`src/rtl/counter_pkg.sv`:
```
// Shared constants, FSM state encoding and divider helper for the display counter
// control front-end.
package counter_pkg;

    localparam int unsigned CLOCK_HZ = 32'd50_000_000;

    localparam logic [1:0] ST_CLEAR = 2'd0;
    localparam logic [1:0] ST_RUN   = 2'd1;
    localparam logic [1:0] ST_LOAD  = 2'd2;
    localparam logic [1:0] ST_PAUSE = 2'd3;

    typedef enum logic [1:0] {
        CLEAR = ST_CLEAR,
        RUN   = ST_RUN,
        LOAD  = ST_LOAD,
        PAUSE = ST_PAUSE
    } state_e;

    // Number of system clocks per half period of the counter tick square wave.
    function automatic int unsigned half_period(input int unsigned clock_hz,
                                                input int unsigned freq_hz);
        return clock_hz / (32'd2 * freq_hz);
    endfunction

endpackage

```
`src/rtl/input_debouncer.sv`:
```
// Two-flop synchroniser plus stability filter for one raw board switch; the filtered
// level only follows after DebounceCycles consecutive cycles of disagreement.
module input_debouncer #(
    parameter int unsigned DebounceCycles = 4,
    parameter logic        ResetValue     = 1'b0
) (
    input  logic clk,
    input  logic reset,
    input  logic raw,
    output logic filtered
);

    localparam int unsigned CNT_W = $clog2(DebounceCycles + 1);
    localparam logic [CNT_W-1:0] CNT_LAST = CNT_W'(DebounceCycles - 1);

    logic             sync_meta_r;
    logic             sync_r;
    logic             filtered_r;
    logic [CNT_W-1:0] stable_cnt_r;

    // Synchronise the raw level, then accept it once it has disagreed long enough
    always_ff @(posedge clk) begin
        if (reset) begin
            sync_meta_r  <= 1'b0;
            sync_r       <= 1'b0;
            filtered_r   <= ResetValue;
            stable_cnt_r <= {CNT_W{1'b0}};
        end else begin
            sync_meta_r <= raw;
            sync_r      <= sync_meta_r;
            if (sync_r == filtered_r) begin
                stable_cnt_r <= {CNT_W{1'b0}};
            end else if (stable_cnt_r == CNT_LAST) begin
                filtered_r   <= sync_r;
                stable_cnt_r <= {CNT_W{1'b0}};
            end else begin
                stable_cnt_r <= stable_cnt_r + {{(CNT_W-1){1'b0}}, 1'b1};
            end
        end
    end

    assign filtered = filtered_r;

endmodule

```
`src/rtl/counter_ctrl.sv`:
```
// Control front-end of the 5-bit display counter: cleans the user switches, divides the
// system clock down to the counter tick and sequences clear/load/step commands.
module counter_ctrl
    import counter_pkg::*;
#(
    parameter int unsigned Frequency      = 32'd1_000_000,
    parameter int unsigned DebounceCycles = 32'd4
) (
    input  logic       i_clock_50mhz,
    input  logic       i_reset,
    input  logic       i_set,
    input  logic       i_pause,
    input  logic       i_count,
    input  logic       i_type,
    output logic       o_clear,
    output logic       o_load,
    output logic       o_step,
    output logic       o_up,
    output logic       o_type,
    output logic       o_sync_clock,
    output logic [1:0] o_state
);

    localparam int unsigned HALF  = half_period(CLOCK_HZ, Frequency);
    localparam int unsigned DIV_W = (HALF > 32'd1) ? $clog2(HALF) : 1;
    localparam logic [DIV_W-1:0] DIV_LAST = DIV_W'(HALF - 32'd1);

    if (HALF < 32'd1) begin : g_bad_frequency
        $error("counter_ctrl: Frequency is too high for CLOCK_HZ");
    end

    logic             set_f_s;
    logic             pause_f_s;
    logic             set_prev_r;
    logic             set_rise_s;
    logic [DIV_W-1:0] div_cnt_r;
    logic             sync_clock_r;
    logic             tick_s;
    state_e           state_r;
    state_e           state_next_s;
    logic             clear_r;
    logic             load_r;
    logic             step_r;

    input_debouncer #(.DebounceCycles(DebounceCycles), .ResetValue(1'b0)) u_db_set (
        .clk(i_clock_50mhz), .reset(i_reset), .raw(i_set), .filtered(set_f_s)
    );
    input_debouncer #(.DebounceCycles(DebounceCycles), .ResetValue(1'b0)) u_db_pause (
        .clk(i_clock_50mhz), .reset(i_reset), .raw(i_pause), .filtered(pause_f_s)
    );
    input_debouncer #(.DebounceCycles(DebounceCycles), .ResetValue(1'b1)) u_db_count (
        .clk(i_clock_50mhz), .reset(i_reset), .raw(i_count), .filtered(o_up)
    );
    input_debouncer #(.DebounceCycles(DebounceCycles), .ResetValue(1'b0)) u_db_type (
        .clk(i_clock_50mhz), .reset(i_reset), .raw(i_type), .filtered(o_type)
    );

    // Free-running half-period divider; the tick square wave ignores pause and state
    always_ff @(posedge i_clock_50mhz) begin
        if (i_reset) begin
            div_cnt_r    <= {DIV_W{1'b0}};
            sync_clock_r <= 1'b0;
        end else if (div_cnt_r == DIV_LAST) begin
            div_cnt_r    <= {DIV_W{1'b0}};
            sync_clock_r <= ~sync_clock_r;
        end else begin
            div_cnt_r    <= div_cnt_r + {{(DIV_W-1){1'b0}}, 1'b1};
        end
    end

    // A tick is the cycle whose wrap drives the square wave from low to high.
    assign tick_s     = (div_cnt_r == DIV_LAST) && !sync_clock_r;
    assign set_rise_s = set_f_s && !set_prev_r;

    // Next-state decode: set edge beats pause, pause beats tick
    always_comb begin
        state_next_s = state_r;
        case (state_r)
            CLEAR: begin
                state_next_s = RUN;
            end
            RUN: begin
                if (set_rise_s) begin
                    state_next_s = LOAD;
                end else if (pause_f_s) begin
                    state_next_s = PAUSE;
                end else begin
                    state_next_s = RUN;
                end
            end
            LOAD: begin
                if (pause_f_s) begin
                    state_next_s = PAUSE;
                end else begin
                    state_next_s = RUN;
                end
            end
            PAUSE: begin
                if (set_rise_s) begin
                    state_next_s = LOAD;
                end else if (!pause_f_s) begin
                    state_next_s = RUN;
                end else begin
                    state_next_s = PAUSE;
                end
            end
            default: begin
                state_next_s = CLEAR;
            end
        endcase
    end

    // State and command registers; a step is only issued while staying in RUN
    always_ff @(posedge i_clock_50mhz) begin
        if (i_reset) begin
            state_r    <= CLEAR;
            clear_r    <= 1'b1;
            load_r     <= 1'b0;
            step_r     <= 1'b0;
            set_prev_r <= 1'b0;
        end else begin
            state_r    <= state_next_s;
            clear_r    <= (state_next_s == CLEAR);
            load_r     <= (state_next_s == LOAD);
            step_r     <= (state_r == RUN) && (state_next_s == RUN) && tick_s;
            set_prev_r <= set_f_s;
        end
    end

    assign o_clear      = clear_r;
    assign o_load       = load_r;
    assign o_step       = step_r;
    assign o_sync_clock = sync_clock_r;
    assign o_state      = state_r;

endmodule
```
`config.mk`:
```
export PLATFORM = sky130hd
export DESIGN_NAME = counter_ctrl
export DESIGN_NICKNAME = d
export VERILOG_FILES = /design/src/rtl/counter_pkg.sv /design/src/rtl/input_debouncer.sv /design/src/rtl/counter_ctrl.sv
export SDC_FILE = /design/constraint.sdc
export NUM_CORES = 1
export LEC_CHECK = 0
export ABC_AREA = 1
export CORE_MARGIN = 2
export CORE_UTILIZATION = 54
export DETAILED_ROUTE_END_ITERATION = 7
export PLACE_DENSITY = 0.86
export SLEW_MARGIN = 20
export SYNTH_ARGS = -nofsm -noshare
export SYNTH_HDL_FRONTEND = slang
export SYNTH_SLANG_ARGS = --single-unit
```
`constraint.sdc`:
```
create_clock -name i_clock_50mhz -period 1.2 [get_ports i_clock_50mhz]
set_input_delay 0.18 -clock i_clock_50mhz [delete_from_list [all_inputs] [get_ports i_clock_50mhz]]
set_output_delay 0.18 -clock i_clock_50mhz [all_outputs]
set_load 0.05 [all_outputs]
```
==> results.json <==
{
  "status": "complete, no violations",
  "cts_sinks": 36,
  "worstMarginPinSlew_ps": 275,
  "grt_pass1_wl_um": 4080,
  "post-cts-setup-buffers": 0,
  "setup_viol": 0,
  "ant_nets": 0,
  "hold_viol_final": 0,
  "drc_errors": 0,
  "cp-start-kind": "flip-flop",
  "viasPerCell": 4.90,
  "path_max_fanout": 5,
  "synth_top_area_share_pct": 54.5,
  "layout-drive-gt1-share_pct": 16.2,
  "rows": 17,
  "power.density_mw_per_mm2": 1260,
  "vias": 984,
  "dr.pass1.iters": 4,
  "slew-limit-headroom_pct": 81.5,
  "syn2layout_area_growth_pct": 24.1,
  "rsz0062_at_grt": "no",
  "synth_edf_count": 0,
  "slew_viol_final": 0,
  "power.leakage_nw": 0.749,
  "max_stage_delay_ps": 440,
  "grt_pass1_vias": 1037,
  "synth.most_common_cell": "dfxtp_1",
  "hp-class": "input port to flip-flop",
  "placed_area_mm2": 0.00157,
  "ioPinCount": 14,
  "syn_inst": 152,
  "drt_iter0_drc": 19,
  "synthArstFlopShare_pct": 0,
  "worst_ep_arrival_time_ps": 920,
  "synth_area_mm2": 0.00132,
  "initial_utilization_pct": 58.6,
  "hpwl_um": 1760,
  "synth_top_cell_by_area": "dfxtp_1",
  "path_cells": "buf_12",
  "critical_path.slowest_cell": "dfxtp_1",
  "p_total_mw": 2.07,
  "die_h_um": 53.5,
  "grt.overflow.total": 0,
  "synthTopCellsByCount": "dfxtp_1 (36), nor2_1 (32), inv_1 (28), nand2_1 (11), ha_1 (10)",
  "wl_per_cell_um": 11.6,
  "min_period_ps": 1100,
  "synth_ff_type": "dfxtp_1",
  "ctsLongestPathBuffers": 2,
  "synth-seq-cells": 36,
  "fin_worst_skew_ps": 2.45,
  "syn_nets": 168,
  "ir_worst_vdd_v": 0.00106,
  "wl_um": 2340,
  "hold_ws_ps": 374,
  "core_region_area_mm2": 0.00225,
  "die_w_um": 53.5,
  "ys_seq_area_share_pct": 54.5,
  "htree_levels": 2,
  "routabilityCongestion": 0.694,
  "fin_crit_sh_pct": 92.1,
  "finalNetCount": 188,
  "cp_top_family": "flip-flops",
  "dieArea_mm2": 0.00286,
  "synth_cell_types": 19,
  "grt_max_degree": 11,
  "io_buffers": 13,
  "cp_num_buf_inv": 1,
  "synth_area_per_cell_um2": 8.69,
  "clkLatencyLatePin_ps": 310,
  "cts_buffers": 5,
  "cts_tree": "yes",
  "cap_viol_max_count": 0,
  "grt_antenna_before_repair": 0,
  "fmax_mhz": 905,
  "grt_usage_pct": 21.1,
  "critPathKind": "flip-flop to output port",
  "tns_ps": 0,
  "antenna_cells": 0,
  "clk_pin_slew_ps": 90,
  "yosys-top-cells-area": "dfxtp_1 (55%), ha_1 (9.5%), nor2_1 (9.1%)",
  "fin_area_mm2": 0.00164,
  "crit_required_ps": 1020,
  "end_kind": "output port",
  "ys_warn_count": 0,
  "cts-root-buf": "clkbuf_4"
}
==> what timing repair did <==
action / in CTS / in global routing
hold buffers: 0 / 0
resized for setup: 1 / 5
setup endpoints to repair: 3 / 6
==> worst reg2reg max path, stage by stage (launching register included) <==
cell,delay (ps)
dfxtp_4,370
ha_1,250
or2_0,260
a21oi_1,160
==> per-layer routing <==
| layer | share of wire [%] | track usage [%] | vias up |
|---|---|---|---|
| met3 | 5.2 | 7.91 | 8 |
| li1 | - | - | 497 |
| met1 | 39 | 19.9 | 455 |
| met4 | 2.7 | 12.0 | 0 |
| met5 | 0 | 0 | - |
| met2 | 53 | 38.3 | 24 |
==> path summary, 6_finish.rpt <==
| path | from | to | slack (ps) | depth (start not counted) |
|---|---|---|---|---|
| worst max-delay path | o_state[0]$_SDFF_PP0_ | o_state[0] | 100 | 1 |
| worst min-delay path | i_set | u_db_set.sync_meta_r$_SDFF_PP0_ | 370 | 3 |
| worst max register to register | div_cnt_r[0]$_SDFF_PP0_ | div_cnt_r[2]$_SDFF_PP0_ | 100 | 3 |
| worst min register to register | u_db_type.sync_meta_r$_SDFF_PP0_ | u_db_type.sync_r$_SDFF_PP0_ | 420 | 2 |
==> final cells by class <==
cell class,instances,area [um^2]
fill,178,616
timing repair buffer,15,225
multi-input combinational,82,469
sequential,36,726
tap,28,35.0
inverter,32,125
clock buffer,8,58.8
==> report_power, final <==
group / total, mW / switching [mW] / internal, mW
clock: 0.629 / 0.340 / 0.289
combinational: 0.172 / 0.0920 / 0.0797
sequential: 1.27 / 0.0306 / 1.24
==> kinds of logic (layout without fill, tap and decap cells) <==
kind of cell,count (synthesis),count (layout),share of synthesized area (%)
AND/OR/NAND/NOR,58,58,18.9
flip-flops,36,36,54.5
buffers and inverters,34,55,10.3
adder cells (fa/ha/maj),10,10,9.47
AO/OA/AOI/OAI,9,9,3.41
XOR/XNOR,5,5,3.31
==> through the flow <==
| stage | utilization (%) | worst slack [ps] | std cells |
|---|---|---|---|
| after global routing | 72.7 | 20.8 | 201 |
| after detailed placement | 69.6 | -17.3 | 193 |
| after CTS | 72.3 | 28.5 | 201 |
| after global placement | 69.6 | 44.0 | 193 |
| final | 72.7 | 95.0 | 201 |
| after floorplan | - | 108 | 152 |
==> flip-flops by register name, indices dropped and copies added, names as in the netlist, 2 cells and up <==
register / flops
u_db_type.stable_cnt_r: 3
u_db_count.stable_cnt_r: 3
o_state: 2
div_cnt_r: 5
u_db_set.stable_cnt_r: 3
u_db_pause.stable_cnt_r: 3
==> cells in the final DEF, fill, tap and decap left out <==
| master | instances |
|---|---|
| nand3_1 | 9 |
| clkbuf_1 | 2 |
| buf_12 | 8 |
| buf_4 | 2 |
| nand2_2 | 2 |
| clkdlybuf4s50_1 | 5 |
| inv_6 | 1 |
| or2_0 | 1 |
| clkbuf_8 | 1 |
| ha_1 | 9 |
| nand2_1 | 10 |
| nor3b_1 | 1 |
| o21ai_0 | 4 |
| dfxtp_2 | 1 |
| nor2_2 | 1 |
| dfxtp_1 | 34 |
| xor2_1 | 5 |
| nand2_4 | 1 |
| inv_1 | 27 |
| ha_2 | 1 |
| inv_2 | 4 |
| dfxtp_4 | 1 |
| nor2_1 | 32 |
| a21oi_1 | 5 |
| clkbuf_4 | 5 |
| nand4_1 | 1 |
No activity file was read; power rests on OpenSTA's default activity.
